$ cat src/rtl/simd_decode_pipe.sv
// simd_decode_pipe: registered VALU operand/write-enable decoder behind a 2-entry skid buffer.
// Define SIMD_DECODE_ILLEGAL_TRAP_EN to drop illegal instructions and pulse out_illegal instead.

`ifndef SIMD_FMT_VOP1
`define SIMD_FMT_VOP1  8'h01
`endif
`ifndef SIMD_FMT_VOP2
`define SIMD_FMT_VOP2  8'h02
`endif
`ifndef SIMD_FMT_VOPC
`define SIMD_FMT_VOPC  8'h04
`endif
`ifndef SIMD_FMT_VOP3A
`define SIMD_FMT_VOP3A 8'h08
`endif

module simd_decode_pipe #(
  parameter int NUM_SRC = 3,
  parameter int SRC_AW  = 12,
  parameter int CNT_W   = 16
) (
  input  logic                      clk,
  input  logic                      rst,
  input  logic                      in_valid,
  output logic                      in_ready,
  input  logic [31:0]               in_opcode,
  input  logic [NUM_SRC*SRC_AW-1:0] in_source_addr,
  input  logic [SRC_AW-1:0]         in_sgpr_dest_addr,
  input  logic [5:0]                in_wfid,
  output logic                      out_valid,
  input  logic                      out_ready,
  output logic [5:0]                out_wfid,
  output logic                      out_vcc_wr_en,
  output logic                      out_vgpr_wr_en,
  output logic                      out_sgpr_wr_en,
  output logic [NUM_SRC*4-1:0]      out_source_mux_select,
  output logic [NUM_SRC-1:0]        out_vgpr_source_rd_en,
  output logic                      out_sgpr_rd_en,
  output logic                      out_exec_rd_en,
  output logic                      out_illegal,
  output logic [CNT_W-1:0]          out_illegal_count
);

  typedef struct packed {
    logic [5:0]           wfid;
    logic                 vcc;
    logic                 vgpr;
    logic                 sgpr;
    logic [NUM_SRC*4-1:0] sel;
    logic [NUM_SRC-1:0]   rd_en;
    logic                 illegal;
  } entry_t;

  entry_t            dec, out_q, skid_q;
  logic              out_v, skid_v;
  logic [CNT_W-1:0]  cnt_q;
  logic              known, bad_src;
  logic [7:0]        fmt;
  logic [11:0]       op;
  logic [SRC_AW-1:0] src;
  logic              accept, enq, deq;
  logic              unused_opcode_bits;

  assign unused_opcode_bits = ^in_opcode[23:12];

  always_comb begin
    fmt     = in_opcode[31:24];
    op      = in_opcode[11:0];
    known   = 1'b0;
    bad_src = 1'b0;
    src     = '0;
    dec     = '0;
    dec.wfid = in_wfid;
    case (fmt)
      `SIMD_FMT_VOP1: if (op == 12'h001) begin known = 1'b1; dec.vgpr = 1'b1; end
      `SIMD_FMT_VOP2: begin
        if (op inside {12'h000, 12'h009, 12'h013, 12'h014, 12'h016, 12'h01A, 12'h01B, 12'h01C}) begin
          known = 1'b1; dec.vgpr = 1'b1;
        end else if (op inside {12'h025, 12'h026, 12'h028}) begin
          known = 1'b1; dec.vcc = 1'b1; dec.vgpr = 1'b1;
        end
      end
      `SIMD_FMT_VOPC: if (op inside {[12'h080:12'h087], [12'h0C0:12'h0C7]}) begin
        known = 1'b1; dec.vcc = 1'b1;
      end
      `SIMD_FMT_VOP3A: begin
        if (op inside {[12'h080:12'h087], [12'h0C0:12'h0C7]}) begin
          known = 1'b1; dec.vcc = 1'b1; dec.sgpr = 1'b1;
        end else if (op inside {12'h109, 12'h113, 12'h114, 12'h11B, 12'h148, 12'h14A,
                                12'h169, 12'h16A, 12'h16B}) begin
          known = 1'b1; dec.vgpr = 1'b1;
        end
        // The explicit scalar destination decides whether the result lands in VCC or an SGPR.
        if (known) begin
          if (in_sgpr_dest_addr == SRC_AW'(12'hE01)) begin
            dec.vcc = 1'b1; dec.sgpr = 1'b0;
          end else if (in_sgpr_dest_addr[SRC_AW-1 -: 3] == 3'b110) begin
            dec.vcc = 1'b0; dec.sgpr = 1'b1;
          end
        end
      end
      default: ;
    endcase

    for (int i = 0; i < NUM_SRC; i++) begin
      src = in_source_addr[i*SRC_AW +: SRC_AW];
      dec.sel[i*4 +: 4] = 4'b1111;
      if (src == SRC_AW'(12'h7FF))                 dec.sel[i*4 +: 4] = 4'b0000;
      else if (src[SRC_AW-1 -: 2] == 2'b00)        dec.sel[i*4 +: 4] = 4'b0001;
      else if (src[SRC_AW-1 -: 2] == 2'b10) begin
        dec.sel[i*4 +: 4] = 4'b0010;
        dec.rd_en[i]      = 1'b1;
      end
      else if (src[SRC_AW-1 -: 3] == 3'b110)       dec.sel[i*4 +: 4] = 4'b0011;
      else begin
        case (src)
          SRC_AW'(12'hE01): dec.sel[i*4 +: 4] = 4'b0100;
          SRC_AW'(12'hE02): dec.sel[i*4 +: 4] = 4'b0101;
          SRC_AW'(12'hE04): dec.sel[i*4 +: 4] = 4'b0110;
          SRC_AW'(12'hE08): dec.sel[i*4 +: 4] = 4'b0111;
          SRC_AW'(12'hE10): dec.sel[i*4 +: 4] = 4'b1000;
          SRC_AW'(12'hE20): dec.sel[i*4 +: 4] = 4'b1001;
          SRC_AW'(12'hE40): dec.sel[i*4 +: 4] = 4'b1010;
          SRC_AW'(12'hE80): dec.sel[i*4 +: 4] = 4'b1011;
          default:          bad_src = 1'b1;
        endcase
      end
    end

    dec.illegal = !known || bad_src;
    if (dec.illegal) begin
      dec.vcc = 1'b0; dec.vgpr = 1'b0; dec.sgpr = 1'b0;
    end
  end

  assign in_ready = !skid_v;
  assign accept   = in_valid && !skid_v;
  assign deq      = out_v && out_ready;
`ifdef SIMD_DECODE_ILLEGAL_TRAP_EN
  assign enq = accept && !dec.illegal;
`else
  assign enq = accept;
`endif

  // The skid entry is always older than anything arriving, so it refills the output stage first.
  always_ff @(posedge clk) begin
    if (rst) begin
      out_v  <= 1'b0;
      skid_v <= 1'b0;
      out_q  <= '0;
      skid_q <= '0;
    end else if (!out_v || deq) begin
      if (skid_v) begin
        out_q  <= skid_q;
        out_v  <= 1'b1;
        skid_v <= 1'b0;
      end else begin
        out_v <= enq;
        if (enq) out_q <= dec;
      end
    end else if (enq) begin
      skid_q <= dec;
      skid_v <= 1'b1;
    end
  end

  always_ff @(posedge clk) begin
    if (rst)                                        cnt_q <= '0;
    else if (accept && dec.illegal && cnt_q != '1)  cnt_q <= cnt_q + CNT_W'(1);
  end

`ifdef SIMD_DECODE_ILLEGAL_TRAP_EN
  logic       trap_q;
  logic [5:0] trap_wfid_q;

  always_ff @(posedge clk) begin
    if (rst) begin
      trap_q      <= 1'b0;
      trap_wfid_q <= '0;
    end else begin
      trap_q <= accept && dec.illegal;
      if (accept && dec.illegal) trap_wfid_q <= in_wfid;
    end
  end

  assign out_illegal = trap_q;
  assign out_wfid    = trap_q ? trap_wfid_q : out_q.wfid;
`else
  assign out_illegal = out_v && out_q.illegal;
  assign out_wfid    = out_q.wfid;
`endif

  assign out_valid             = out_v;
  assign out_vcc_wr_en         = out_v && out_q.vcc;
  assign out_vgpr_wr_en        = out_v && out_q.vgpr;
  assign out_sgpr_wr_en        = out_v && out_q.sgpr;
  assign out_source_mux_select = out_q.sel;
  assign out_vgpr_source_rd_en = out_v ? out_q.rd_en : '0;
  assign out_sgpr_rd_en        = out_v;
  assign out_exec_rd_en        = out_v;
  assign out_illegal_count     = cnt_q;

endmodule

$ cat config.mk
export PLATFORM = sky130hd
export DESIGN_NAME = simd_decode_pipe
export DESIGN_NICKNAME = d
export VERILOG_FILES = /design/src/rtl/simd_decode_pipe.sv
export SDC_FILE = /design/constraint.sdc
export NUM_CORES = 1
export LEC_CHECK = 0
export CAP_MARGIN = 25
export CELL_PAD_IN_SITES_DETAIL_PLACEMENT = 1
export CELL_PAD_IN_SITES_GLOBAL_PLACEMENT = 1
export CORE_MARGIN = 5
export CORE_UTILIZATION = 35
export CTS_BUF_LIST = sky130_fd_sc_hd__clkbuf_4
export DETAILED_ROUTE_END_ITERATION = 16
export DONT_BUFFER_PORTS = 1
export PLACE_DENSITY_LB_ADDON = 0.1
export SLEW_MARGIN = 25
export SYNTH_ARGS = -nofsm -noshare
export SYNTH_HDL_FRONTEND = slang
export SYNTH_SLANG_ARGS = --single-unit
export TNS_END_PERCENT = 50
$ cat constraint.sdc
create_clock -name clk -period 2.6 [get_ports clk]
set_clock_uncertainty 0.1 [all_clocks]
set_input_delay 0.26 -clock clk [delete_from_list [all_inputs] [get_ports clk]]
set_output_delay 0.26 -clock clk [all_outputs]
set_load 0.01 [all_outputs]
==> results.cfg, run 1 <==
[status]
status = finished, final reports clean

[logic_synthesis]
yosys.area.top_type = dfxtp_1
synth_cells = 568
synth-seq-cells = 68
syn-num-nets = 659
synth_edf_count = 0
ys.warnings.count = 0
syn_avg_cell_area_um2 = 7.78
ys_types = 76
synthTopCellsByArea = dfxtp_1 (31%), nor2_1 (5.9%), a21oi_1 (4.8%)
yosysSeqAreaShare = 0.308
synth_top_area_share = 0.308
ys.flop_type = dfxtp_1
synth_area_um2 = 4420
synthArstFlopShare = 0

[clock_network]
clock_latency_ps = 440
cts_root_buffer = clkbuf_4
h-tree-depth = 3
cts_buffer_depth = 2
cts_tree = done
cts_buffers = 9
numClockSinks = 68
cts.clk_slew.worst_paths_ps = 130
cts.repair.resized = 0

[finish]
fin_nets = 670
instances_no_fill = 756
multi_input_area_um2 = 2770
seqCellArea_um2 = 1360
syn2layout_area_growth_pct = 12.5
antennaDiodeCount = 0
fillCellCount = 1603
drive_above_1_share = 0.149

[routing]
vias = 4185
dr.pass1.iters = 4
wl_per_cell_um = 17.0
drcViolationCount = 0
wirelength_um = 12800
viasPerCell = 5.54
drtAntennaViolNets = 0
drtIter0Drc = 141

[die]
num_rows = 41
coreArea_um2 = 12500
die-area_um2 = 15000
ios = 135
start_util = 0.353
die_w_um = 122
die_h_um = 122

[hold_path]
hp-class = in2reg
hold_depth = 4
min_to = skid_q[16]
hp-start = in_opcode[25]

[worst_setup_path]
rr_endpoint = out_illegal_count[6]
path_class = reg2reg
r2r-start = out_illegal_count[6]
required_ps = 2880
crit_fanout = 4
end_kind = register
worstSetupStartpointType = register
r2r_setup_slack_ps = 170
reg2regPathDepth = 8
crit_arrival_ps = 2710

[power_and_ir_drop]
power_density_nw_per_um2 = 450
p_leak_nw = 1.70
vdd_drop_max_mv = 0.275
finalPower_mw = 2.24

[timing]
maxSlewViolCount = 0
final_hold_viol_count = 0
finalCriticalPeriod_ps = 2430
setup_viol = 0
fin_crit_sh = 0.935
fmax_mhz = 411
hold_slack_ps = 35.8
slew-limit-headroom = 0.550
worst_pin_slew_ps = 671
rsz0062_at_grt = no

[place]
port_buffers = 0
placed_cells = 725
hpwlAfterDp_um = 9440
gp_congestion = 0.857

[global_routing]
grt_usage = 0.171
grt-ovfl-total = 0
grt_first_pass_wirelength_um = 20300
grt_pass1_vias = 4277
antenna_found_initial = 0
grt_max_degree = 76

[run]
maxCapViolCount = 0
kinds of logic after synthesis:
group           synth area share
simple gates               0.353
compound gates             0.200
flops                      0.308
buf+inv                   0.0697
mux                       0.0402
xor+xnor                  0.0258
fa+ha+maj                0.00283
cells in the final DEF (no fill, tap or decap), types with 9 or more instances in the layout:
cell           instances
nor2_1                68
dfxtp_1               68
nand2_1               55
a21oi_1               42
buf_4                 34
nor3_1                25
a211oi_1              22
nor2b_1               17
or3_1                 17
o21ai_0               14
nand3_1               14
mux2i_1               14
dlygate4sd3_1         14
nor4_1                13
nand2b_1              12
and2_1                10
xnor2_1                9
clkbuf_4               9
per-stage QoR:
stage                      util  TNS (ps)  instance area, um2  worst slack, ps
after global placement    0.371      -322                4640            -65.3
final                     0.397         0                4970              169
after floorplan               -     -20.2                4440            -20.2
after detailed placement  0.371      -493                4640            -62.0
after global routing      0.397         0                4970             22.1
after CTS                 0.397         0                4970              146
what timing repair did:
action / in CTS / in global routing
hold buffers: 15 / 0
buffers inserted: 0 / 0
hold endpoints to repair: 68 / 0
area by class of cell:
cell class	count	share of cell area
Sequential cell	68	0.274
Tap cell	172	0.0433
Inverter	5	0.00378
Clock inverter	7	0.0184
Multi-Input combinational cell	445	0.558
Clock buffer	9	0.0136
Timing Repair Buffer	50	0.0891
metal layers:
metal / track usage / vias to the layer above / wire (um)
li1: - / 2090 / -
met1: 0.193 / 1997 / 5440
met2: 0.306 / 84 / 6430
met3: 0.0498 / 14 / 794
met4: 0.0560 / 0 / 169
met5: 0 / - / 0
Yosys cell counts, drive strengths merged (2+ instances only):
cell type / n
nor2: 69
nand4b: 6
buf: 28
and4: 2
nor4b: 8
inv: 5
o311ai: 3
nand3: 14
or4: 6
a21oi: 49
mux2: 3
dfxtp: 68
a21bo: 2
and3: 2
clkbuf: 22
or4b: 2
o31ai: 4
or3b: 3
o211ai: 2
nand4bb: 2
nand4: 8
mux2i: 14
a211oi: 22
a221o: 3
xnor2: 9
a31oi: 2
or3: 18
o21ai: 21
nand2b: 12
nor4: 15
nand2: 55
nor3b: 3
xor2: 4
and2: 10
or2: 3
nor2b: 17
nand3b: 5
nor3: 25
worst max-delay path: stages (launching register included):
cell	delay [ps]
dfxtp_1	330
and4_1	210
and3_1	210
and3_1	210
nand2_1	90
nor2_1	80
or4b_2	670
or3_1	330
a21oi_1	140
state kept, by name, summed over array words and instances (netlist names):
name and cells:
out_source_mux_select 12, skid_v 1, out_exec_rd_en 1, out_illegal_count 16, out_wfid 6, skid_q 25, out_q 7
where the power goes:
part | internal [mW] | switching, mW | leakage (nW)
Sequential | 1.09 | 0.0467 | 0.555
Combinational | 0.136 | 0.160 | 1.06
Clock | 0.387 | 0.419 | 0.0873
worst max path at each step:
stage	startpoint	end	slack, ps	depth (start not counted)
detailed placement	in_opcode[29]	out_illegal_count[15]	-60	10
global placement	in_opcode[29]	out_illegal_count[15]	-70	10
CTS	out_illegal_count[6]	out_illegal_count[6]	150	8
floorplan	in_opcode[29]	out_illegal_count[15]	-20	10
finish	out_illegal_count[6]	out_illegal_count[6]	170	8
global route	out_illegal_count[6]	out_illegal_count[6]	20	8
No activity file was read; power rests on OpenSTA's default activity.
==> inputs of run 2 (changes only) <==
--- a/config.mk
+++ b/config.mk
@@ -9,7 +9,7 @@
 export CELL_PAD_IN_SITES_DETAIL_PLACEMENT = 1
 export CELL_PAD_IN_SITES_GLOBAL_PLACEMENT = 1
 export CORE_MARGIN = 5
-export CORE_UTILIZATION = 35
+export CORE_UTILIZATION = 43
 export CTS_BUF_LIST = sky130_fd_sc_hd__clkbuf_4
 export DETAILED_ROUTE_END_ITERATION = 16
 export DONT_BUFFER_PORTS = 1
==> run 2 against run 1 <==
Count of clock-buffer cells in the layout stayed put. Register-to-register slack hardly changed. Sequential share of layout area is 0.77 points higher. Total power is 2.2% lower. Combinational power hardly changed. Clock power is 5.6% lower. Global-route usage is 2.6 points higher. Fmax is 0.20% lower. Critical path type unchanged. Largest cell class unchanged.
==> results.cfg, run 2 (synthesis results as in run 1) <==
[status]
status = finished, final reports clean

[place]
hpwlAfterDp_um = 9260
gp_congestion = 0.851
port_buffers = 0

[die]
die-area_um2 = 12400
die_w_um = 111
num_rows = 37
ios = 135
die_h_um = 111
coreArea_um2 = 10200
start_util = 0.434

[clock_network]
cts_tree = done
cts.clk_slew.worst_paths_ps = 120
cts.repair.resized = 0
clock_latency_ps = 430
h-tree-depth = 3
cts_buffer_depth = 2
cts_root_buffer = clkbuf_4
cts_buffers = 9
numClockSinks = 68

[timing]
maxSlewViolCount = 0
slew-limit-headroom = 0.554
finalCriticalPeriod_ps = 2440
fmax_mhz = 411
setup_viol = 0
final_hold_viol_count = 0
rsz0062_at_grt = no
fin_crit_sh = 0.937
worst_pin_slew_ps = 665

[worst_setup_path]
reg2regPathDepth = 8
crit_fanout = 4
path_class = reg2reg
end_kind = register
worstSetupStartpointType = register
required_ps = 2870
crit_arrival_ps = 2700

[finish]
largest_register_ffs = 25
post-route-util = 0.475
largest-register = skid_q
syn2layout_area_growth_pct = 9.46
fin_nets = 662
final_cell_mix = nor2_1 (68), dfxtp_1 (68), nand2_1 (55)
drive_above_1_share = 0.141

[routing]
wl_per_cell_um = 17.3
drcViolationCount = 0
vias = 4140
dr.pass1.iters = 5
wirelength_um = 12300
viasPerCell = 5.81
drtAntennaViolNets = 0
drtIter0Drc = 197

[power_and_ir_drop]
power_switching_mw = 0.589
swShare = 0.269
pwr-share-seq = 0.517
vdd_drop_max_mv = 0.214
power_density_nw_per_um2 = 452
p_int_mw = 1.60
finalPower_mw = 2.19
pwr-share-clk = 0.348
pwr-share-comb = 0.135
p_leak_nw = 1.65

[global_routing]
grt_first_pass_wirelength_um = 20400
grt_max_degree = 75
grt-ovfl-total = 0
grt_usage = 0.197
grt_pass1_vias = 4325
antenna_found_initial = 1

[run]
maxCapViolCount = 0

[hold_path]
hp-class = in2reg
hold_depth = 2
## run 2: cell count changes in the layout (fill, tap and decap cells not counted)
cell	delta
buf_12	-1
clkinv_4	-2
diode_2	+1
buf_4	-3
clkinv_1	+2
dlygate4sd3_1	-4
## run 2: area by class of cell
cell class	instances	area, um2
diodes	1	2.50
clock buffers	9	67.6
clock inverters	7	81.3
fillers	1275	5350
inverters	5	18.8
multi-input cells	445	2770
flip-flops and latches	68	1360
well taps	136	170
repair buffers	42	360
## run 2: path summary, 6_finish.rpt
| kind | from | end | slack [ps] |
|---|---|---|---|
| min reg2reg | skid_q[10] | skid_q[10] | 360 |
| min | in_wfid[5] | out_wfid[5] | 10 |
| max reg2reg | out_illegal_count[6] | out_illegal_count[6] | 160 |
| max | out_illegal_count[6] | out_illegal_count[6] | 160 |
## run 2: metal layers
metal,vias to the layer above,routed length (um),global-route usage
met2,97,6150,0.349
met5,-,0,0
met1,1960,5290,0.231
met3,12,712,0.0533
li1,2071,-,-
met4,0,176,0.0608
## run 2: power groups by stage
stage / sequential (mW) / clock [mW] / combinational (mW)
after floorplan: 1.13 / 0 / 0.271
after global placement: 1.15 / 0 / 0.249
after detailed placement: 1.16 / 0 / 0.259
after CTS: 1.13 / 0.774 / 0.297
after global routing: 1.14 / 0.834 / 0.329
final: 1.13 / 0.760 / 0.295
## run 2: through the flow
stage | worst slack, ps | TNS, ps | instances | cell area (um2) | hold WS [ps]
floorplan | -20.2 | -20.2 | 568 | 4440 | 296
global placement | -63.5 | -264 | 685 | 4560 | 231
detailed placement | -109 | -942 | 685 | 4560 | 231
CTS | 155 | 0 | 712 | 4830 | 5.36
global route | 46.1 | 0 | 713 | 4840 | 0.756
finish | 164 | 0 | 713 | 4840 | 10.5
## run 2: what timing repair did
item                      CTS  global route
hold buffers               11             0
setup buffers               0             0
hold endpoints to repair   68             0
## run 2: critical path, stage by stage (launching register included)
cell and delay, ps:
dfxtp_1 340, and4_1 220, and3_1 220, and3_1 210, nand2_1 100, nor2_1 80, or4b_2 650, or3_1 320
a21oi_1 140
